`config.mk`:
```
export PLATFORM = sky130hd
export DESIGN_NAME = computational_unit_p
export DESIGN_NICKNAME = d
export VERILOG_FILES = /design/src/rtl/computational_unit_p.sv
export SDC_FILE = /design/constraint.sdc
export NUM_CORES = 1
export LEC_CHECK = 0
export CAP_MARGIN = 20
export CORE_MARGIN = 5
export CORE_UTILIZATION = 54
export DETAILED_ROUTE_END_ITERATION = 8
export HOLD_SLACK_MARGIN = 0.05
export PLACE_DENSITY = 0.88
export SETUP_SLACK_MARGIN = 0.3
export SLEW_MARGIN = 20
export SYNTH_ARGS = -nofsm -noshare
export SYNTH_HDL_FRONTEND = slang
export SYNTH_SLANG_ARGS = --single-unit
```
`constraint.sdc`:
```
create_clock -name clk -period 3.7 [get_ports clk]
set_input_delay 1.11 -clock clk [delete_from_list [all_inputs] [get_ports clk]]
set_output_delay 1.11 -clock clk [all_outputs]
set_load 0.1 [all_outputs]
```
`src/rtl/computational_unit_p.sv`:
```
// Datapath for the simple microprocessor: register file, data_bus source mux,
// single-cycle ALU and an iterative shift-add multiply / restoring divide unit.
module computational_unit_p #(
  parameter int WIDTH     = 4,
  parameter int MD_CYCLES = WIDTH
) (
  input  logic             clk,
  input  logic             sync_reset,
  input  logic             x_sel,
  input  logic             y_sel,
  input  logic             i_sel,
  input  logic             i_post,
  input  logic [3:0]       source_sel,
  input  logic [3:0]       alu_op,
  input  logic [WIDTH-1:0] pm_data,
  input  logic [WIDTH-1:0] i_pins,
  input  logic [WIDTH-1:0] dm,
  input  logic [8:0]       reg_en,
  output logic [WIDTH-1:0] data_bus,
  output logic [WIDTH-1:0] x0,
  output logic [WIDTH-1:0] x1,
  output logic [WIDTH-1:0] y0,
  output logic [WIDTH-1:0] y1,
  output logic [WIDTH-1:0] m,
  output logic [WIDTH-1:0] i,
  output logic [WIDTH-1:0] r,
  output logic [WIDTH-1:0] o_reg,
  output logic             r_eq_0,
  output logic             r_carry,
  output logic             r_neg,
  output logic             r_dz,
  output logic             busy,
  output logic             done
);
  localparam int CW = $clog2(MD_CYCLES + 1);

  typedef enum logic {S_IDLE, S_RUN} state_t;
  typedef enum logic [1:0] {MD_MUL_HI, MD_MUL_LO, MD_DIV, MD_MOD} md_kind_t;

  state_t           state;
  md_kind_t         md_kind, md_sel;
  logic [CW-1:0]    cnt;
  logic [WIDTH-1:0] acc_hi, acc_lo, operand;
  logic [WIDTH-1:0] x_op, y_op, alu_res, md_res, hi_nx, lo_nx;
  logic [WIDTH:0]   add_w, sub_w, mul_sum, div_shift, div_diff;
  logic             alu_carry, alu_wr, alu_md, div_ge, md_dz;
  logic             unused_spare;

  assign unused_spare = reg_en[7];
  assign x_op  = x_sel ? x1 : x0;
  assign y_op  = y_sel ? y1 : y0;
  assign add_w = {1'b0, x_op} + {1'b0, y_op};
  assign sub_w = {1'b0, x_op} - {1'b0, y_op};

  always_comb begin
    case (source_sel)
      4'd0:    data_bus = x0;
      4'd1:    data_bus = x1;
      4'd2:    data_bus = y0;
      4'd3:    data_bus = y1;
      4'd4:    data_bus = r;
      4'd5:    data_bus = m;
      4'd6:    data_bus = i;
      4'd7:    data_bus = dm;
      4'd8:    data_bus = pm_data;
      4'd9:    data_bus = i_pins;
      default: data_bus = '0;
    endcase
  end

  always_comb begin
    alu_res   = '0;
    alu_carry = 1'b0;
    alu_wr    = 1'b0;
    alu_md    = 1'b0;
    md_sel    = MD_MUL_HI;
    case (alu_op)
      4'd0: begin alu_res = -x_op; alu_wr = 1'b1; end
      4'd1: begin {alu_carry, alu_res} = sub_w; alu_wr = 1'b1; end
      4'd2: begin {alu_carry, alu_res} = add_w; alu_wr = 1'b1; end
      4'd3: begin alu_md = 1'b1; md_sel = MD_MUL_HI; end
      4'd4: begin alu_md = 1'b1; md_sel = MD_MUL_LO; end
      4'd5: begin alu_res = x_op ^ y_op; alu_wr = 1'b1; end
      4'd6: begin alu_res = x_op & y_op; alu_wr = 1'b1; end
      4'd7: begin alu_res = ~x_op; alu_wr = 1'b1; end
      4'd8: begin alu_md = 1'b1; md_sel = MD_DIV; end
      4'd9: begin alu_md = 1'b1; md_sel = MD_MOD; end
      default: ;
    endcase
  end

  // Multiply: acc_hi:acc_lo shifts right, acc_lo starts as multiplier.
  // Divide: acc_hi is the partial remainder, acc_lo shifts dividend out / quotient in.
  // A zero divisor naturally yields an all-ones quotient and remainder = dividend.
  assign mul_sum   = {1'b0, acc_hi} + (acc_lo[0] ? {1'b0, operand} : '0);
  assign div_shift = {acc_hi, acc_lo[WIDTH-1]};
  assign div_ge    = div_shift >= {1'b0, operand};
  assign div_diff  = div_shift - {1'b0, operand};

  always_comb begin
    if (md_kind == MD_DIV || md_kind == MD_MOD) begin
      hi_nx = div_ge ? div_diff[WIDTH-1:0] : div_shift[WIDTH-1:0];
      lo_nx = {acc_lo[WIDTH-2:0], div_ge};
    end else begin
      hi_nx = mul_sum[WIDTH:1];
      lo_nx = {mul_sum[0], acc_lo[WIDTH-1:1]};
    end
    md_res = (md_kind == MD_MUL_HI || md_kind == MD_MOD) ? hi_nx : lo_nx;
    md_dz  = (md_kind == MD_DIV || md_kind == MD_MOD) && (operand == '0);
  end

  always_ff @(posedge clk or posedge sync_reset) begin
    if (sync_reset) begin
      x0 <= '0; x1 <= '0; y0 <= '0; y1 <= '0;
      m <= '0; i <= '0; r <= '0; o_reg <= '0;
      r_eq_0 <= 1'b1; r_carry <= 1'b0; r_neg <= 1'b0; r_dz <= 1'b0;
      busy <= 1'b0; done <= 1'b0; state <= S_IDLE;
      md_kind <= MD_MUL_HI; cnt <= '0;
      acc_hi <= '0; acc_lo <= '0; operand <= '0;
    end else begin
      done <= 1'b0;
      if (reg_en[0]) x0 <= data_bus;
      if (reg_en[1]) x1 <= data_bus;
      if (reg_en[2]) y0 <= data_bus;
      if (reg_en[3]) y1 <= data_bus;
      if (reg_en[5]) m <= data_bus;
      if (reg_en[8]) o_reg <= data_bus;
      if (reg_en[6]) i <= i_sel ? i + m : data_bus;
      else if (i_post) i <= i + m;

      case (state)
        S_IDLE: begin
          if (reg_en[4] && alu_md) begin
            state   <= S_RUN;
            busy    <= 1'b1;
            md_kind <= md_sel;
            cnt     <= CW'(MD_CYCLES);
            acc_hi  <= '0;
            if (md_sel == MD_DIV || md_sel == MD_MOD) begin
              acc_lo <= x_op; operand <= y_op;
            end else begin
              acc_lo <= y_op; operand <= x_op;
            end
          end else if (reg_en[4] && alu_wr) begin
            r       <= alu_res;
            r_eq_0  <= (alu_res == '0);
            r_neg   <= alu_res[WIDTH-1];
            r_carry <= alu_carry;
            r_dz    <= 1'b0;
          end
        end
        S_RUN: begin
          cnt    <= cnt - 1'b1;
          acc_hi <= hi_nx;
          acc_lo <= lo_nx;
          if (cnt == CW'(1)) begin
            r       <= md_res;
            r_eq_0  <= (md_res == '0);
            r_neg   <= md_res[WIDTH-1];
            r_carry <= 1'b0;
            r_dz    <= md_dz;
            busy    <= 1'b0;
            done    <= 1'b1;
            state   <= S_IDLE;
          end
        end
        default: state <= S_IDLE;
      endcase
    end
  end
endmodule

```
==> run metrics, run 1 <==
crit path launch type input port; PwrDens 695 nW/um^2; Post-synth EDFFs 0; fill count 570; initial core utilization 0.549; Peak Freq 273 MHz; Syn Nets 551; antenna violations before repair 0; clk_skew 13.8 ps; hold buffer count at cts 0; Top FF cell, synth dfrtp_1; final routed DRC violation total 0; max-cap violations 0; fin crit share 0.989; dpl ws -345 ps; CTS tree built; fin area 5480 um^2; Vias 4275; Final ANT Viol Nets 0; largest net degree at the start of global routing 41; Die H 98.4 um; CP Capture Type output port; Die W 98.4 um; core area 7690 um^2; Clock transition at path regs 100 ps; gpl congestion 0.994; CTS H-tree lvls 2; Avg Cell Area, Syn 8.67 um^2; setup TNS 0 ps; distinct cell type count of the synthesized netlist 76; Slew @ Worst Pin 854 ps; Seq/Total Area, Yosys 0.326; final slew viol count 0; Layout area overhead 29.9%; Post-Syn Area 4220 um^2; wire per inst 19.6 um; start point of the worst hold path busy; IO Port Bufs 75; Critical path origin source_sel[0]; yosys warns 0; outcome completed; Std-Cell Rows 32; Via density 6.21; Yosys top cell area share 0.320; Routed Wire Length 13500 um; CTS buffer count 5; proportion of layout cells with a drive suffix above 1 0.254; Yosys reg bits 55; Leak 0.00253 uW; top cells by area, synth dfrtp_1 (32%), ha_1 (7.1%), a21oi_1 (5.8%); Crit path required time 2590 ps; final worst slack 39.2 ps; fin crit period 3660 ps; RSZ-0062 raised after global routing yes; Peak VDD IR 0.557 mV; Hold WS 498 ps; RR Startpoint y0[0]; number of antenna diodes 0; Clock Latency Late Sink 310 ps; Top Ports 77; vias in the first global route 4291; first-pass GRT wire length 20500 um; Post-Synthesis Cells 487; placed cell areas 5210 um^2; Layout Utilization 0.713; ys async rst share 1.00; crit path kind in2out; CP arrival 2550 ps; Root Buffer Master clkbuf_8; Die ar. 9680 um^2; clk buf depth 2; slew margin rel. 0.430; Tot GR Track Use 0.257; total gr overflow 0; maximum fanout along the worst path 4; setup-violating endpoint count in the final report 0; Hold Crit Class reg2reg; initial drt markers 366; Sink Count 55; nets@finish 649; DP HPWL 9410 um; Final Hold Viols 0; DR pass1 iterations 5; cell taking the most area after synthesis dfrtp_1
-- worst paths after layout --
kind,cells after the start,slack [ps],end
setup / recovery,10,40,data_bus[1]
hold / removal,2,500,busy
setup reg to reg,11,1010,r[2]
hold reg to reg,2,500,busy
max in group asynchronous,3,1680,y0[3]
min in group asynchronous,2,1280,acc_hi[1]
-- metal layers --
layer / vias to the layer above / track usage / part of all wire
li1: 1938 / - / -
met1: 2039 / 0.306 / 0.38
met2: 238 / 0.462 / 0.50
met3: 60 / 0.0407 / 0.079
met4: 0 / 0.101 / 0.042
met5: - / 0 / 0
-- metrics by stage --
stage | power [uW] | cells
2_1_floorplan | 2730 | 487
3_3_place_gp | 3290 | 670
3_5_place_dp | 3360 | 670
4_1_cts | 3750 | 687
5_1_grt | 4020 | 688
6_report | 3810 | 688
-- critical path, cell delays in order --
cell        delay, ps
buf_8             100
buf_12            120
buf_8             120
nor2b_4           130
and3_4            190
a31oi_4           170
o21ai_2            80
a21oi_2           190
clkinvlp_4        150
buf_12            180
-- cells by family after synthesis --
| logic type | Yosys count | synth area share |
|---|---|---|
| XOR/XNOR | 10 | 0.0208 |
| AO/OA/AOI/OAI | 141 | 0.224 |
| adder cells (fa/ha/maj) | 29 | 0.0949 |
| flip-flops | 55 | 0.326 |
| buffers and inverters | 69 | 0.0670 |
| multiplexers | 31 | 0.0857 |
| AND/OR/NAND/NOR | 152 | 0.181 |
-- cells in the mapped netlist, drive strengths merged (11+ instances only) --
| master | count |
|---|---|
| a21oi | 51 |
| buf | 19 |
| dfrtp | 54 |
| ha | 24 |
| inv | 40 |
| mux2 | 18 |
| mux2i | 11 |
| nand2 | 31 |
| nor2 | 49 |
| nor2b | 16 |
| o21ai | 21 |
-- power by group --
group	internal [uW]	switching, uW
combinational	820	1630
sequential	768	224
clock	155	207
-- layout make-up --
| cell class | instances | area, um^2 | share of cell area |
|---|---|---|---|
| clock inverters | 1 | 8.76 | 0.00160 |
| repair buffers | 120 | 1060 | 0.193 |
| inverters | 40 | 164 | 0.0299 |
| clock buffers | 7 | 86.3 | 0.0158 |
| flip-flops and latches | 55 | 1380 | 0.251 |
| multi-input cells | 363 | 2660 | 0.485 |
| well taps | 102 | 128 | 0.0233 |
-- placed cells by master, fill, tap and decap left out, drive strengths merged, types with 7 or more instances in the layout --
| master | n |
|---|---|
| a211oi | 10 |
| a21oi | 51 |
| buf | 89 |
| clkbuf | 10 |
| clkdlybuf4s50 | 21 |
| dfrtp | 54 |
| ha | 24 |
| inv | 38 |
| mux2 | 18 |
| mux2i | 11 |
| nand2 | 31 |
| nand2b | 7 |
| nand3 | 10 |
| nor2 | 49 |
| nor2b | 16 |
| o21ai | 21 |
-- repair_timing --
action                                  4_1_cts  5_1_grt
buffers inserted                              9        1
gates resized for setup                      37       19
pin swaps                                     9        6
endpoints found under the setup margin        8        6
cloned                                        0        0
Power figures use the tool's default switching activity.
==> run 2: changes to the inputs <==
Settings changed: CAP_MARGIN 20 to 10, GPL_TIMING_DRIVEN set to 0.
==> run metrics, run 2 (same netlist as run 1, synthesis figures left out) <==
Die W 98.4 um (unchanged); Final Hold Viols 0 (unchanged); Clock Latency Late Sink 320 ps (about the same); Root Buffer Master clkbuf_8; number of antenna diodes 0 (unchanged); hold path depth 2 (unchanged); placed cell areas 5060 um^2 (-2.9%); Final ANT Viol Nets 0 (unchanged); CP Capture Type output port; Vias 4436 (+3.8%); vias in the first global route 4489 (+4.6%); fill count 501 (-12%); Net Sw Frac 0.543 (about the same); wire per inst 23.0 um (+18%); Int Pwr 1810 uW (+4.1%); Hold EP busy; RR Endpoint r_eq_0; Slew @ Worst Pin 1040 ps (+188 ps); crit path kind in2out; CTS H-tree lvls 2 (unchanged); setup-violating endpoint count in the final report 0 (unchanged); reg2reg setup slack 850 ps (-160 ps); Crit path required time 2590 ps (about the same); dpl ws -1490 ps (-1140 ps); most frequent cells in the layout dfrtp_1 (54), nor2_1 (48), a21oi_1 (47), clkdlybuf4s50_1 (47), inv_1 (32); worst r2r path cells 10 (-1); antenna violations before repair 0 (unchanged); CP arrival 2470 ps (-80 ps); gpl congestion 0.952 (-4.2%); Via density 6.52 (+5.0%); clk buf depth 2 (unchanged); final worst slack 121 ps (+81.4 ps); Clock transition at path regs 110 ps (about the same); Layout area overhead 32.8%; max-cap violations 0 (unchanged); final routed DRC violation total 0 (unchanged); final slew viol count 0 (unchanged); total gr overflow 0 (unchanged); clk_skew 20.9 ps (+7.09 ps); Die ar. 9680 um^2 (unchanged); Tot GR Track Use 0.296 (+0.0391); Die H 98.4 um (unchanged); hold buffer count at cts 0 (unchanged); most common cell after layout, fill and taps aside dfrtp_1; IO Port Bufs 66 (-12%); maximum fanout along the worst path 7 (+3); P_sw 2150 uW (+4.2%); proportion of layout cells with a drive suffix above 1 0.189 (-0.0657); start point of the worst hold path busy; Hold Crit Class reg2reg; Sink Count 55 (unchanged); clock power share 0.105 (+0.010); crit path launch type input port; DR pass1 iterations 5 (unchanged); RR Startpoint x0[2]; first-pass GRT wire length 23100 um (+12%); fin area 5600 um^2 (+2.2%); nets@finish 641 (-1.2%); fin crit share 0.967 (-0.0220); outcome completed; DP HPWL 9200 um (-2.2%); Std-Cell Rows 32 (unchanged); CTS tree built; Routed Wire Length 15700 um (+16%); logic gate share of total power 0.647 (+0.003); RSZ-0062 raised after global routing yes; initial drt markers 395 (+7.9%); Peak VDD IR 0.494 mV (-11%); largest net degree at the start of global routing 56 (+37%); core area 7690 um^2 (unchanged); Peak Freq 279 MHz (+2.3%); Flop pwr share 0.249 (-0.011); initial core utilization 0.549 (unchanged); slew margin rel. 0.303 (-0.127); Top Ports 77 (unchanged); fin crit period 3580 ps (-81.4 ps); Leak 0.00247 uW (-2.2%); CTS buffer count 5 (unchanged); PwrDens 708 nW/um^2 (+1.9%)
## run 2: cell count changes in the layout (fill, tap and decap cells not counted), moves of 6 or more
cell             change
clkbuf_1             +8
buf_4               -62
buf_1                +6
buf_2               +10
clkdlybuf4s50_1     +26
## run 2: what timing repair did
item	CTS	global route
hold endpoints to repair	0	0
pin swaps	15	12
buffers inserted	12	5
setup endpoints to repair	9	7
resized for setup	98	24
gates cloned	0	0
## run 2: final cells by class
type	instances	area, um^2	share of cell area
Multi-Input combinational cell	363	2790	0.498
Inverter	40	166	0.0297
Tap cell	102	128	0.0228
Buffer	29	188	0.0335
Sequential cell	55	1380	0.246
Timing Repair Buffer	83	842	0.150
Clock buffer	6	72.6	0.0130
Clock inverter	2	38.8	0.00692
## run 2: worst max-delay path by stage
stage | cells past startpoint | slack [ps] | to | from
2_1_floorplan | 6 | -9 | data_bus[2] | source_sel[0]
3_3_place_gp | 8 | -1460 | data_bus[1] | source_sel[2]
3_5_place_dp | 8 | -1490 | data_bus[1] | source_sel[2]
4_1_cts | 8 | 80 | data_bus[1] | pm_data[1]
5_1_grt | 8 | 80 | data_bus[1] | source_sel[3]
6_report | 8 | 120 | data_bus[1] | source_sel[2]
## run 2: routing by layer
metal / up-vias / wire length, um / track usage / part of all wire
met5: - / 0 / 0 / 0
met4: 0 / 1050 / 0.152 / 0.067
met1: 2046 / 5560 / 0.340 / 0.36
li1: 1914 / - / - / -
met3: 103 / 1590 / 0.0693 / 0.10
met2: 373 / 7460 / 0.513 / 0.48
## run 2: power by group through the flow
stage	registers [uW]	clock network (uW)	logic, uW
floorplan	1560	0	1170
global placement	969	0	2310
detailed placement	974	0	2360
CTS	966	412	2450
global route	1010	439	2730
finish	986	416	2570
## run 2: worst max-delay path, stage by stage
cell	delay (ps)
buf_12	110
buf_8	130
mux2_4	310
a31oi_4	200
o21ai_2	100
a21oi_4	190
clkinvlp_4	140
buf_12	170
## run 2: per-stage QoR
stage / total power [uW] / TNS [ps] / cells / utilization / hold WS (ps)
CTS: 3830 / 0 / 675 / 0.711 / 498
global placement: 3280 / -6380 / 655 / 0.658 / 468
global route: 4180 / 0 / 680 / 0.729 / 530
detailed placement: 3330 / -6620 / 655 / 0.659 / 472
finish: 3970 / 0 / 680 / 0.729 / 492
floorplan: 2730 / -9.37 / 487 / - / 469
==> run 3: changes to the inputs <==
Settings changed: CTS_CLUSTER_SIZE set to 24, PLACE_DENSITY 0.88 to 0.86, RECOVER_POWER set to 100.
==> run metrics, run 3 (same netlist as run 1, synthesis figures left out) <==
crit path kind in2out; max-cap violations 1 (+1); maximum fanout along the worst path 8 (+1); Hold Crit Class reg2reg; nets@finish 644 (+0.47%); fin crit share 0.978 (+0.0106); Leak 0.00247 uW (about the same); DR pass1 iterations 5 (unchanged); wire per inst 21.1 um (-8.3%); Layout Utilization 0.729 (about the same); DP HPWL 9220 um (+0.25%); violated checks capacitance limit, slew limit; antenna violations before repair 0 (unchanged); CP Capture Type output port; final worst slack 81.5 ps (-39.1 ps); fin crit period 3620 ps (+39.1 ps); core area 7690 um^2 (unchanged); logic gate share of total power 0.641 (-0.006); Flop pwr share 0.250 (about the same); CTS tree built; outcome complete, but fails checks; Final ANT Viol Nets 0 (unchanged); Final Hold Viols 0 (unchanged); IO Port Bufs 66 (unchanged); Tot GR Track Use 0.271 (-0.0251); initial drt markers 353 (-11%); most frequent cells in the layout dfrtp_1 (54), clkdlybuf4s50_1 (49), a21oi_1 (48), nor2_1 (48), inv_1 (33); PwrDens 704 nW/um^2 (-0.66%); Peak VDD IR 0.547 mV (+11%); Die H 98.4 um (unchanged); CTS buffer count 5 (unchanged); Die W 98.4 um (unchanged); Final Non-Filler Cells 683 (+0.44%); Layout area overhead 32.9% (about the same); CP arrival 2510 ps (+40 ps); clock power share 0.109 (+0.004); Top Ports 77 (unchanged); Net Sw Frac 0.538 (-0.00478); Die ar. 9680 um^2 (unchanged); slew margin rel. -0.407 (-0.710); Via density 6.45 (-1.1%); Vias 4408 (-0.63%); clk_skew 18.1 ps (-2.81 ps); P_sw 2120 uW (-1.4%); dpl ws -1520 ps (-35.5 ps); proportion of layout cells with a drive suffix above 1 0.186 (-0.00269); Routed Wire Length 14400 um (-7.9%); largest net degree at the start of global routing 56 (unchanged); clk buf depth 2 (unchanged); Clock Latency Late Sink 320 ps (about the same); final routed DRC violation total 0 (unchanged); Peak Freq 276 MHz (-1.1%); Slew @ Worst Pin 2110 ps (+1070 ps); hold buffer count at cts 0 (unchanged); total gr overflow 0 (unchanged); RSZ-0062 raised after global routing yes; crit path launch type input port; first-pass GRT wire length 21400 um (-7.1%); fill count 526 (+5.0%); vias in the first global route 4314 (-3.9%); initial core utilization 0.549 (unchanged); setup-violating endpoint count in the final report 0 (unchanged); gpl congestion 0.943 (-1.0%); most common cell after layout, fill and taps aside dfrtp_1; number of antenna diodes 0 (unchanged); final slew viol count 56 (+56); CTS H-tree lvls 2 (unchanged); Std-Cell Rows 32 (unchanged); Crit path required time 2590 ps (about the same); Placed Cells 655 (unchanged); Sink Count 55 (unchanged); Clock transition at path regs 90 ps (-20 ps); Root Buffer Master clkbuf_8; Int Pwr 1820 uW (+0.47%)
run 3: cell type report:
class / count / area, um^2 / share of cell area
Buffer: 29 / 194 / 0.0346
Clock buffer: 6 / 82.6 / 0.0147
Clock inverter: 2 / 35.0 / 0.00625
Inverter: 40 / 164 / 0.0292
Multi-Input combinational cell: 363 / 2770 / 0.493
Sequential cell: 55 / 1380 / 0.246
Tap cell: 102 / 128 / 0.0228
Timing Repair Buffer: 86 / 861 / 0.154
run 3: metrics by stage:
| step | total power, uW | setup TNS, ps | hold slack (ps) | cell area, um^2 |
|---|---|---|---|---|
| 2_1_floorplan | 2730 | -9.37 | 469 | 4270 |
| 3_3_place_gp | 3280 | -6350 | 467 | 5060 |
| 3_5_place_dp | 3330 | -6640 | 477 | 5060 |
| 4_1_cts | 3830 | 0 | 498 | 5450 |
| 5_1_grt | 4150 | 0 | 519 | 5610 |
| 6_report | 3950 | 0 | 494 | 5610 |
run 3: power groups by stage:
stage,registers (uW),clock network (uW),logic (uW)
floorplan,1560,0,1170
global placement,970,0,2310
detailed placement,979,0,2350
finish,987,430,2530
global route,1000,455,2690
CTS,971,423,2440
run 3: what timing repair did:
item,4_1_cts,5_1_grt
resized for setup,78,35
gates cloned,0,1
setup buffers,10,9
pin swaps,12,13
setup endpoints to repair,9,7
run 3: worst paths after layout:
kind	start	to	slack (ps)	cells past startpoint
worst max-delay path	source_sel[0]	data_bus[1]	80	9
worst max register to register	x0[2]	r_eq_0	980	10
worst min-delay path	busy	busy	490	2
min in group asynchronous	sync_reset	acc_hi[3]	1920	2
max in group asynchronous	sync_reset	state	550	2
worst min register to register	busy	busy	490	2
run 3: worst max-delay path, stage by stage:
cell and delay [ps]:
buf_12 120, buf_12 130, buf_4 120, nor2b_1 290
a31oi_4 160, o21ai_2 240, a21oi_4 70, clkinvlp_4 90
buf_12 160
run 3: routing by layer:
| layer | track usage | share of wire | vias up |
|---|---|---|---|
| met2 | 0.453 | 0.46 | 313 |
| met4 | 0.118 | 0.060 | 0 |
| met5 | 0 | 0 | - |
| li1 | - | - | 1923 |
| met1 | 0.334 | 0.38 | 2094 |
| met3 | 0.0643 | 0.095 | 78 |
